### config.mk
export PLATFORM = sky130hd
export DESIGN_NAME = game_controller_flat
export DESIGN_NICKNAME = d
export VERILOG_FILES = /design/src/rtl/game_controller_if.sv /design/src/rtl/game_controller.sv /design/src/flat_wrapper.sv
export SDC_FILE = /design/constraint.sdc
export NUM_CORES = 1
export LEC_CHECK = 0
export ABC_CLOCK_PERIOD_IN_PS = 3500
export BUFFER_PORTS_ARGS = -buffer_cell sky130_fd_sc_hd__buf_2
export CELL_PAD_IN_SITES_DETAIL_PLACEMENT = 0
export CELL_PAD_IN_SITES_GLOBAL_PLACEMENT = 1
export CORE_MARGIN = 3
export CORE_UTILIZATION = 41
export DETAILED_ROUTE_END_ITERATION = 10
export PLACE_DENSITY = 0.9
export RECOVER_POWER = 100
export SYNTH_ARGS = -nofsm -noshare
export SYNTH_HDL_FRONTEND = slang
export SYNTH_SLANG_ARGS = --single-unit
### constraint.sdc
create_clock -name CLOCK_50 -period 3.5 [get_ports CLOCK_50]
set_clock_uncertainty 0.1 [all_clocks]
set_input_delay 0.175 -clock CLOCK_50 [delete_from_list [all_inputs] [get_ports CLOCK_50]]
set_output_delay 0.175 -clock CLOCK_50 [all_outputs]
set_load 0.05 [all_outputs]
### src/rtl/game_controller_if.sv
// Signal bundle between the game sequencer and its neighbours: frame timing,
// collision detection and player input in; game status and respawn out.
interface game_controller_if;
  logic       frame_start;
  logic       start;
  logic       collision;
  logic [8:0] y;
  logic [1:0] gameState;
  logic [1:0] lives;
  logic [3:0] level;
  logic [7:0] time_left;
  logic       respawn;

  modport master (
    output frame_start, start, collision, y,
    input  gameState, lives, level, time_left, respawn
  );

  modport slave (
    input  frame_start, start, collision, y,
    output gameState, lives, level, time_left, respawn
  );
endinterface

### src/rtl/game_controller.sv
// Crossing-game sequencer: owns the IDLE/PLAY/WIN/LOSE state, lives, level,
// the per-attempt countdown and the one-cycle respawn pulse.
module game_controller #(
  parameter int MAX_LIVES      = 3,
  parameter int NUM_LEVELS     = 4,
  parameter int TIME_LIMIT     = 60,
  parameter int FRAMES_PER_SEC = 60,
  parameter int INVULN_FRAMES  = 120,
  parameter int GOAL_Y         = 20
) (
  input  logic               CLOCK_50,
  input  logic               reset,
  game_controller_if.slave   bus
);

  typedef enum logic [1:0] {
    IDLE = 2'b00,
    PLAY = 2'b01,
    WIN  = 2'b10,
    LOSE = 2'b11
  } state_t;

  localparam int FRAME_W = (FRAMES_PER_SEC > 1) ? $clog2(FRAMES_PER_SEC) : 1;
  localparam int INV_W   = (INVULN_FRAMES > 0) ? $clog2(INVULN_FRAMES + 1) : 1;

  localparam logic [1:0]         LIVES_INIT = 2'(MAX_LIVES);
  localparam logic [3:0]         LAST_LEVEL = 4'(NUM_LEVELS - 1);
  localparam logic [7:0]         TIME_INIT  = 8'(TIME_LIMIT);
  localparam logic [FRAME_W-1:0] FRAME_LAST = FRAME_W'(FRAMES_PER_SEC - 1);
  localparam logic [INV_W-1:0]   INV_INIT   = INV_W'(INVULN_FRAMES);
  localparam logic [8:0]         GOAL_ROW   = 9'(GOAL_Y);

  state_t             state_reg,      state_next;
  logic [1:0]         lives_reg,      lives_next;
  logic [3:0]         level_reg,      level_next;
  logic [7:0]         time_reg,       time_next;
  logic [FRAME_W-1:0] frame_reg,      frame_next;
  logic [INV_W-1:0]   invuln_reg,     invuln_next;
  logic               respawn_reg,    respawn_next;
  logic               start_prev_reg;

  logic start_rise;
  logic goal_hit;
  logic hazard_hit;
  logic timeout;

  always_ff @(posedge CLOCK_50) begin
    if (reset) begin
      state_reg      <= IDLE;
      lives_reg      <= LIVES_INIT;
      level_reg      <= '0;
      time_reg       <= TIME_INIT;
      frame_reg      <= '0;
      invuln_reg     <= '0;
      respawn_reg    <= 1'b0;
      start_prev_reg <= 1'b0;
    end else begin
      state_reg      <= state_next;
      lives_reg      <= lives_next;
      level_reg      <= level_next;
      time_reg       <= time_next;
      frame_reg      <= frame_next;
      invuln_reg     <= invuln_next;
      respawn_reg    <= respawn_next;
      start_prev_reg <= bus.start;
    end
  end

  // y still shows the pre-respawn position while respawn is high, so goal and
  // hazard checks are masked for that cycle; the timeout is not.
  assign start_rise = bus.start & ~start_prev_reg;
  assign goal_hit   = ~respawn_reg & (bus.y <= GOAL_ROW);
  assign hazard_hit = ~respawn_reg & bus.collision & (invuln_reg == '0);
  assign timeout    = (time_reg == '0);

  always_comb begin
    state_next   = state_reg;
    lives_next   = lives_reg;
    level_next   = level_reg;
    time_next    = time_reg;
    frame_next   = frame_reg;
    invuln_next  = invuln_reg;
    respawn_next = 1'b0;

    case (state_reg)
      IDLE: begin
        if (start_rise) begin
          state_next   = PLAY;
          lives_next   = LIVES_INIT;
          level_next   = '0;
          time_next    = TIME_INIT;
          frame_next   = '0;
          invuln_next  = '0;
          respawn_next = 1'b1;
        end
      end
      PLAY: begin
        if (goal_hit) begin
          if (level_reg == LAST_LEVEL) begin
            state_next = WIN;
          end else begin
            level_next   = level_reg + 4'd1;
            time_next    = TIME_INIT;
            frame_next   = '0;
            respawn_next = 1'b1;
          end
        end else if (hazard_hit || timeout) begin
          if (lives_reg == 2'd1) begin
            lives_next = 2'd0;
            state_next = LOSE;
          end else begin
            lives_next   = lives_reg - 2'd1;
            time_next    = TIME_INIT;
            frame_next   = '0;
            invuln_next  = INV_INIT;
            respawn_next = 1'b1;
          end
        end else if (bus.frame_start) begin
          if (invuln_reg != '0) invuln_next = invuln_reg - INV_W'(1);
          if (frame_reg == FRAME_LAST) begin
            frame_next = '0;
            if (time_reg != '0) time_next = time_reg - 8'd1;
          end else begin
            frame_next = frame_reg + FRAME_W'(1);
          end
        end
      end
      default: begin
        if (start_rise) state_next = IDLE;
      end
    endcase
  end

  always_comb begin
    bus.gameState = state_reg;
    bus.lives     = lives_reg;
    bus.level     = level_reg;
    bus.time_left = time_reg;
    bus.respawn   = respawn_reg;
  end

endmodule
### src/flat_wrapper.sv
// flat-port wrapper written by rule: the top's interface ports become plain ports
module game_controller_flat 
#(
  parameter int MAX_LIVES      = 3,
  parameter int NUM_LEVELS     = 4,
  parameter int TIME_LIMIT     = 60,
  parameter int FRAMES_PER_SEC = 60,
  parameter int INVULN_FRAMES  = 120,
  parameter int GOAL_Y         = 20
)
  (CLOCK_50, reset, bus_frame_start, bus_start, bus_collision, bus_y, bus_gameState, bus_lives, bus_level, bus_time_left, bus_respawn);
  game_controller_if bus_i ();
  input  logic CLOCK_50;
  input  logic reset;
  input wire logic [$bits(bus_i.frame_start)-1:0] bus_frame_start;
  input wire logic [$bits(bus_i.start)-1:0] bus_start;
  input wire logic [$bits(bus_i.collision)-1:0] bus_collision;
  input wire logic [$bits(bus_i.y)-1:0] bus_y;
  output wire logic [$bits(bus_i.gameState)-1:0] bus_gameState;
  output wire logic [$bits(bus_i.lives)-1:0] bus_lives;
  output wire logic [$bits(bus_i.level)-1:0] bus_level;
  output wire logic [$bits(bus_i.time_left)-1:0] bus_time_left;
  output wire logic [$bits(bus_i.respawn)-1:0] bus_respawn;
  assign bus_i.frame_start = bus_frame_start;
  assign bus_i.start = bus_start;
  assign bus_i.collision = bus_collision;
  assign bus_i.y = bus_y;
  assign bus_gameState = bus_i.gameState;
  assign bus_lives = bus_i.lives;
  assign bus_level = bus_i.level;
  assign bus_time_left = bus_i.time_left;
  assign bus_respawn = bus_i.respawn;
  game_controller #(.MAX_LIVES(MAX_LIVES), .NUM_LEVELS(NUM_LEVELS), .TIME_LIMIT(TIME_LIMIT), .FRAMES_PER_SEC(FRAMES_PER_SEC), .INVULN_FRAMES(INVULN_FRAMES), .GOAL_Y(GOAL_Y)) u_core (.CLOCK_50(CLOCK_50), .reset(reset), .bus(bus_i));
endmodule
=== Word level (Yosys, flattened, before mapping) ===
Index checks and enable logic that the tools add are counted.

* Bits in registers: 31
* Input bits: 14
* Output and inout bits: 17
* Logic and storage cells: 100

* Add/sub/neg operators: 5
* $lt $le $gt $ge: 1
* Equality and inequality tests: 20
* Mux-type cells: 46
* Bitwise gates (word level): 6
* Reductions and logical operators: 14

{| class="wikitable"
|+ Operators with widths
! cell !! count
|-
| 8-bit 2-to-1 mux || 8
|-
| 6-bit 2-to-1 mux || 7
|-
| 7-bit 2-to-1 mux || 6
|-
| 2-bit 2-to-1 mux || 10
|-
| 8-bit one-hot mux with 2 select lines || 1
|-
| 7-bit one-hot mux with 2 select lines || 1
|-
| 4-bit 2-to-1 mux || 3
|-
| 6-bit one-hot mux with 2 select lines || 1
|-
| 5-bit AND reduction || 2
|-
| 9-bit by 5-bit less-or-equal comparator with 1-bit output, second input constant || 1
|-
| 3-bit by 1-bit != test with 1-bit output, second input constant || 3
|-
| 3-bit != test, second input constant || 3
|-
| 8-bit zero test || 1
|-
| 4-bit by 1-bit != test with 1-bit output, second input constant || 2
|-
| 2-bit one-hot mux with 2 select lines || 2
|-
| 4-bit one-hot mux with 2 select lines || 1
|-
| 4-bit AND reduction || 2
|-
| 8-bit nonzero test || 1
|-
| 8-bit by 1-bit subtractor with 8-bit output, second input constant || 1
|-
| 7-bit zero test || 1
|-
| 7-bit AND reduction || 1
|-
| 7-bit nonzero test || 1
|-
| 7-bit by 1-bit subtractor with 7-bit output, second input constant || 1
|-
| 6-bit by 1-bit adder with 6-bit output, second input constant || 1
|-
| other kinds (18) || 31
|}

=== Logic depth before layout (Yosys ltp) ===
* Word-level depth: 7
* Gate-level depth with buffers: 9
* Gate-level depth less buffers: 8

=== Worst setup path after synthesis ===
No wires, ideal clock.

* Path type: register to register
* Start: register u_core.time_reg[3], in the netlist u_core.bus.time_left[3]
* End: register u_core.time_reg[3], in the netlist u_core.bus.time_left[3]
* Setup time: 0.123 ns
* Data arrival time: 2.597 ns
* Required time: 3.277 ns
* Setup slack: 0.680 ns
* Cell stages (with the launch flop): 6
* Path buffers: 0
* Period minus slack after synthesis: 2.820 ns
* Path through: dfxtp_1 or4_4 or4b_4 and3b_1 o31a_2 a221o_2

* Word-level cells in the longest chain between the ends: 7
* Elaborated cells on any way between the ends: 15
* Classes of those cells: add/sub (1); eq/ne (4); mux (6); reduce/logical (4)

{| class="wikitable"
|+ RTL lines
! what !! line !! source
|-
| from (decl) || game_controller.sv:36 || <nowiki>logic [7:0] time_reg, time_next;</nowiki>
|-
| from (signal assigned) || game_controller.sv:61 || <nowiki>time_reg <= time_next;</nowiki>
|-
| 8-bit by 1-bit subtractor with 8-bit output || game_controller.sv:122 || <nowiki>if (time_reg != '0) time_next = time_reg - 8'd1;</nowiki>
|-
| 8-bit 2-to-1 mux || game_controller.sv:122 ||
|-
| 8-bit 2-to-1 mux || game_controller.sv:120 || <nowiki>if (frame_reg == FRAME_LAST) begin</nowiki>
|-
| 8-bit 2-to-1 mux || game_controller.sv:118 || <nowiki>end else if (bus.frame_start) begin</nowiki>
|-
| 8-bit 2-to-1 mux || game_controller.sv:107 || <nowiki>end else if (hazard_hit || timeout) begin</nowiki>
|-
| 8-bit 2-to-1 mux || game_controller.sv:98 || <nowiki>if (goal_hit) begin</nowiki>
|-
| 8-bit one-hot mux with 2 select lines || game_controller.sv:85 || <nowiki>case (state_reg)</nowiki>
|}

Several ways; a longest one is shown, not always the timed one. The select of a mux whose other input is x is not followed.
A chain may end at the register's enable or synchronous reset.

=== Final worst setup path ===
* Start: register u_core.time_reg[3], in the netlist u_core.bus.time_left[3]
* End: register u_core.invuln_reg[5]

* Word-level cells in the longest chain between the ends: 5
* Elaborated cells on any way between the ends: 9
* Classes of those cells: eq/ne (3); mux (3); reduce/logical (3)

{| class="wikitable"
|+ RTL lines
! what !! line !! source
|-
| 8-bit zero test (*) || game_controller.sv:74 || <nowiki>assign timeout = (time_reg == '0);</nowiki>
|-
| 1-bit logical OR (*) || game_controller.sv:107 ||
|-
| 7-bit 2-to-1 mux || game_controller.sv:107 ||
|-
| 7-bit 2-to-1 mux || game_controller.sv:98 ||
|-
| 7-bit one-hot mux with 2 select lines || game_controller.sv:85 ||
|-
| to (signal assigned) || game_controller.sv:63 || <nowiki>invuln_reg <= invuln_next;</nowiki>
|-
| to (decl) || game_controller.sv:38 || <nowiki>logic [INV_W-1:0] invuln_reg, invuln_next;</nowiki>
|}

Every way passes the cells marked *; elsewhere a longest branch is shown, timed or not. The select of a mux whose other input is x is not followed.

==> summary.txt <==
First-pass GRT wire length -> 7130 µm
Warnings, synthesis -> 0
Cts bufs inserted -> 5
Die span in y -> 72.7 µm
Per-cell routed wire length -> 14.2 µm
Vias in the first global route -> 1,569
CTS max path bufs -> 2
DRT Pass-1 Iters -> 4
Grt total ovfl -> 0
Most frequent cells in the layout -> dfxtp_1 (31), nor2_1 (24), nand2_1 (18), clkbuf_1 (18), a21oi_1 (15)
Ports -> 31
Leak -> 0.731 nW
Largest net degree at the start of global routing -> 27
Crit-path slowest cell -> or4b_1
Crit end category -> register
Post-CTS sizing -> 0
Root buffer selected by CTS -> clkbuf_8
Die ar. -> 5280 µm²
Synth top area share -> 34.1%
Initial antenna violation count -> 0
RSZ-0062 raised after global routing -> no
Starting Density -> 44.0%
Area contributors post-synth -> dfxtp_1 (34%), nor2_1 (4.9%), ha_1 (4.8%), a21oi_1 (4.1%), nor3_1 (3.8%)
Fillers -> 445
Pwr Density -> 433 nW/µm²
Syn_area_per_cell -> 8.21 µm²
Final WS setup -> 516 ps
Max stage delay on crit path -> 660 ps
Port-buffer cells -> 30
CTS sink cnt -> 31
Area grow syn2layout -> 11.6%
Most common cell after layout, fill and taps aside -> dfxtp_1
Critical path class -> reg -> reg
Final wirelength -> 4260 µm
Hold slack -> 47.8 ps
Gate Count Post-Synth -> 222
Via count -> 1,716
Final net count -> 270
Netlist cell types -> 55
Critical Path Start Type -> register
# DRC -> 0
FMAX -> 335 MHz
Core region area -> 4140 µm²
Post-synth EDFFs -> 0
FP Rows -> 23
Layout cells sized above 1 -> 10.8%
CTS tree -> yes
Global Route Usage Sum -> 16.6%
1st-iter DRT viols -> 170
Final setup viols -> 0
Yosys reg bits -> 31
Worst min path class -> in -> reg
Crit share post-route -> 85.2%
Synth area leader -> dfxtp_1
Main synth FF type -> dfxtp_1
Asr flop ratio synth -> 0%
Max cap viols -> 0
N_diodes -> 0
Number of vias per cell -> 5.72
Clock-pin slew on the worst setup and hold paths -> 70 ps
Clock latency on the worst-skew pair -> 270 ps
Max-slew violation count -> 0
Mapped Nets -> 243
Worst path cell trace -> or4_1 > or4b_1 > a21oi_4 > o31a_1 > o21ai_0 > a221oi_1
Max reg flops -> 8
Pre-CTS setup slack -> 677 ps
VDD IR max -> 0.000278 V
CTS Hold Buffers Added -> 0
Post-synthesis sequential area ratio -> 34.1%
Post-CTS setup buffer count -> 0
Worst path required time -> 3570 ps
CP Max Fanout -> 10
Setup TNS -> 0 ps
Worst-Margin Slew -> 1200 ps
Synthesized area -> 1820 µm²
Outcome -> completed
Final HPWL DP -> 3130 µm
Final Hold Vio Count -> 0
Reg2Reg Launch Point -> u_core.bus.time_left[3]
Hold path startpoint -> bus_start
Max H-tree Level -> 2
Die W -> 72.7 µm
Post-route ant nets -> 0
Min Tclk post-route -> 2980 ps
GPL Wtd Cong -> 0.818
Crit. Startpoint -> u_core.bus.time_left[3]
Worst slew margin -> 19.8%
CP Data Arrival Time -> 3050 ps
## logic make-up (layout without fill, tap and decap cells)
family	Yosys count	in the layout	synth area share (%)
fa+ha+maj	7	7	4.81
buf+inv	19	47	5.08
xor+xnor	6	6	2.89
flops	31	31	34.1
mux	2	2	1.10
compound gates	57	57	23.3
simple gates	100	100	28.8
## cell usage after synthesis (all sizes together), types with 3 or more instances
cell type,number
a21o,6
a21oi,16
a221o,4
a41oi,3
buf,5
clkbuf,4
dfxtp,31
ha,7
inv,9
nand2,18
nand2b,5
nand3,12
nor2,24
nor2b,4
nor3,14
o21ai,7
o31ai,4
or3,4
or4,4
xnor2,3
xor2,3
## layer usage
| metal | global-route usage (%) | share of wire, % |
|---|---|---|
| met5 | 0 | 0 |
| met2 | 26.1 | 47 |
| met3 | 3.58 | 5.5 |
| met1 | 23.8 | 47 |
| met4 | 2.66 | 0.35 |
## critical path, delay by kind of cell, from the launching register on
kind             cells  cell delay, ps
AO/OA/AOI/OAI        4            1130
flip-flops           1             370
AND/OR/NAND/NOR      2            1270
## report_power, final
part | internal [mW] | switching, mW | total (mW)
clock | 0.138 | 0.142 | 0.280
combinational | 0.0705 | 0.137 | 0.208
sequential | 0.371 | 0.0209 | 0.392
total | 0.579 | 0.300 | 0.880
## area by class of cell
class | count | area, µm² | share of cell area (%)
multi-input combinational | 172 | 1100 | 54.1
tap | 50 | 62.6 | 3.08
inverter | 9 | 33.8 | 1.66
sequential | 31 | 621 | 30.5
clock inverter | 3 | 20.0 | 0.985
timing repair buffer | 30 | 128 | 6.28
clock buffer | 5 | 68.8 | 3.38
## metrics by stage
stage / util, % / power (mW) / std cells / area, µm²
2_1_floorplan: - / 0.567 / 222 / 1820
3_3_place_gp: 47.7 / 0.607 / 292 / 1980
3_5_place_dp: 47.7 / 0.608 / 292 / 1980
4_1_cts: 49.8 / 0.887 / 300 / 2060
5_1_grt: 49.1 / 0.930 / 300 / 2030
6_report: 49.1 / 0.880 / 300 / 2030
## final timing paths
path / end / slack (ps) / cells past startpoint
max: u_core.invuln_reg[5] / 520 / 6
min: u_core.start_prev_reg / 50 / 2
max reg2reg: u_core.invuln_reg[5] / 520 / 6
min reg2reg: u_core.frame_reg[1] / 390 / 2
No activity file was read; power rests on OpenSTA's default activity.
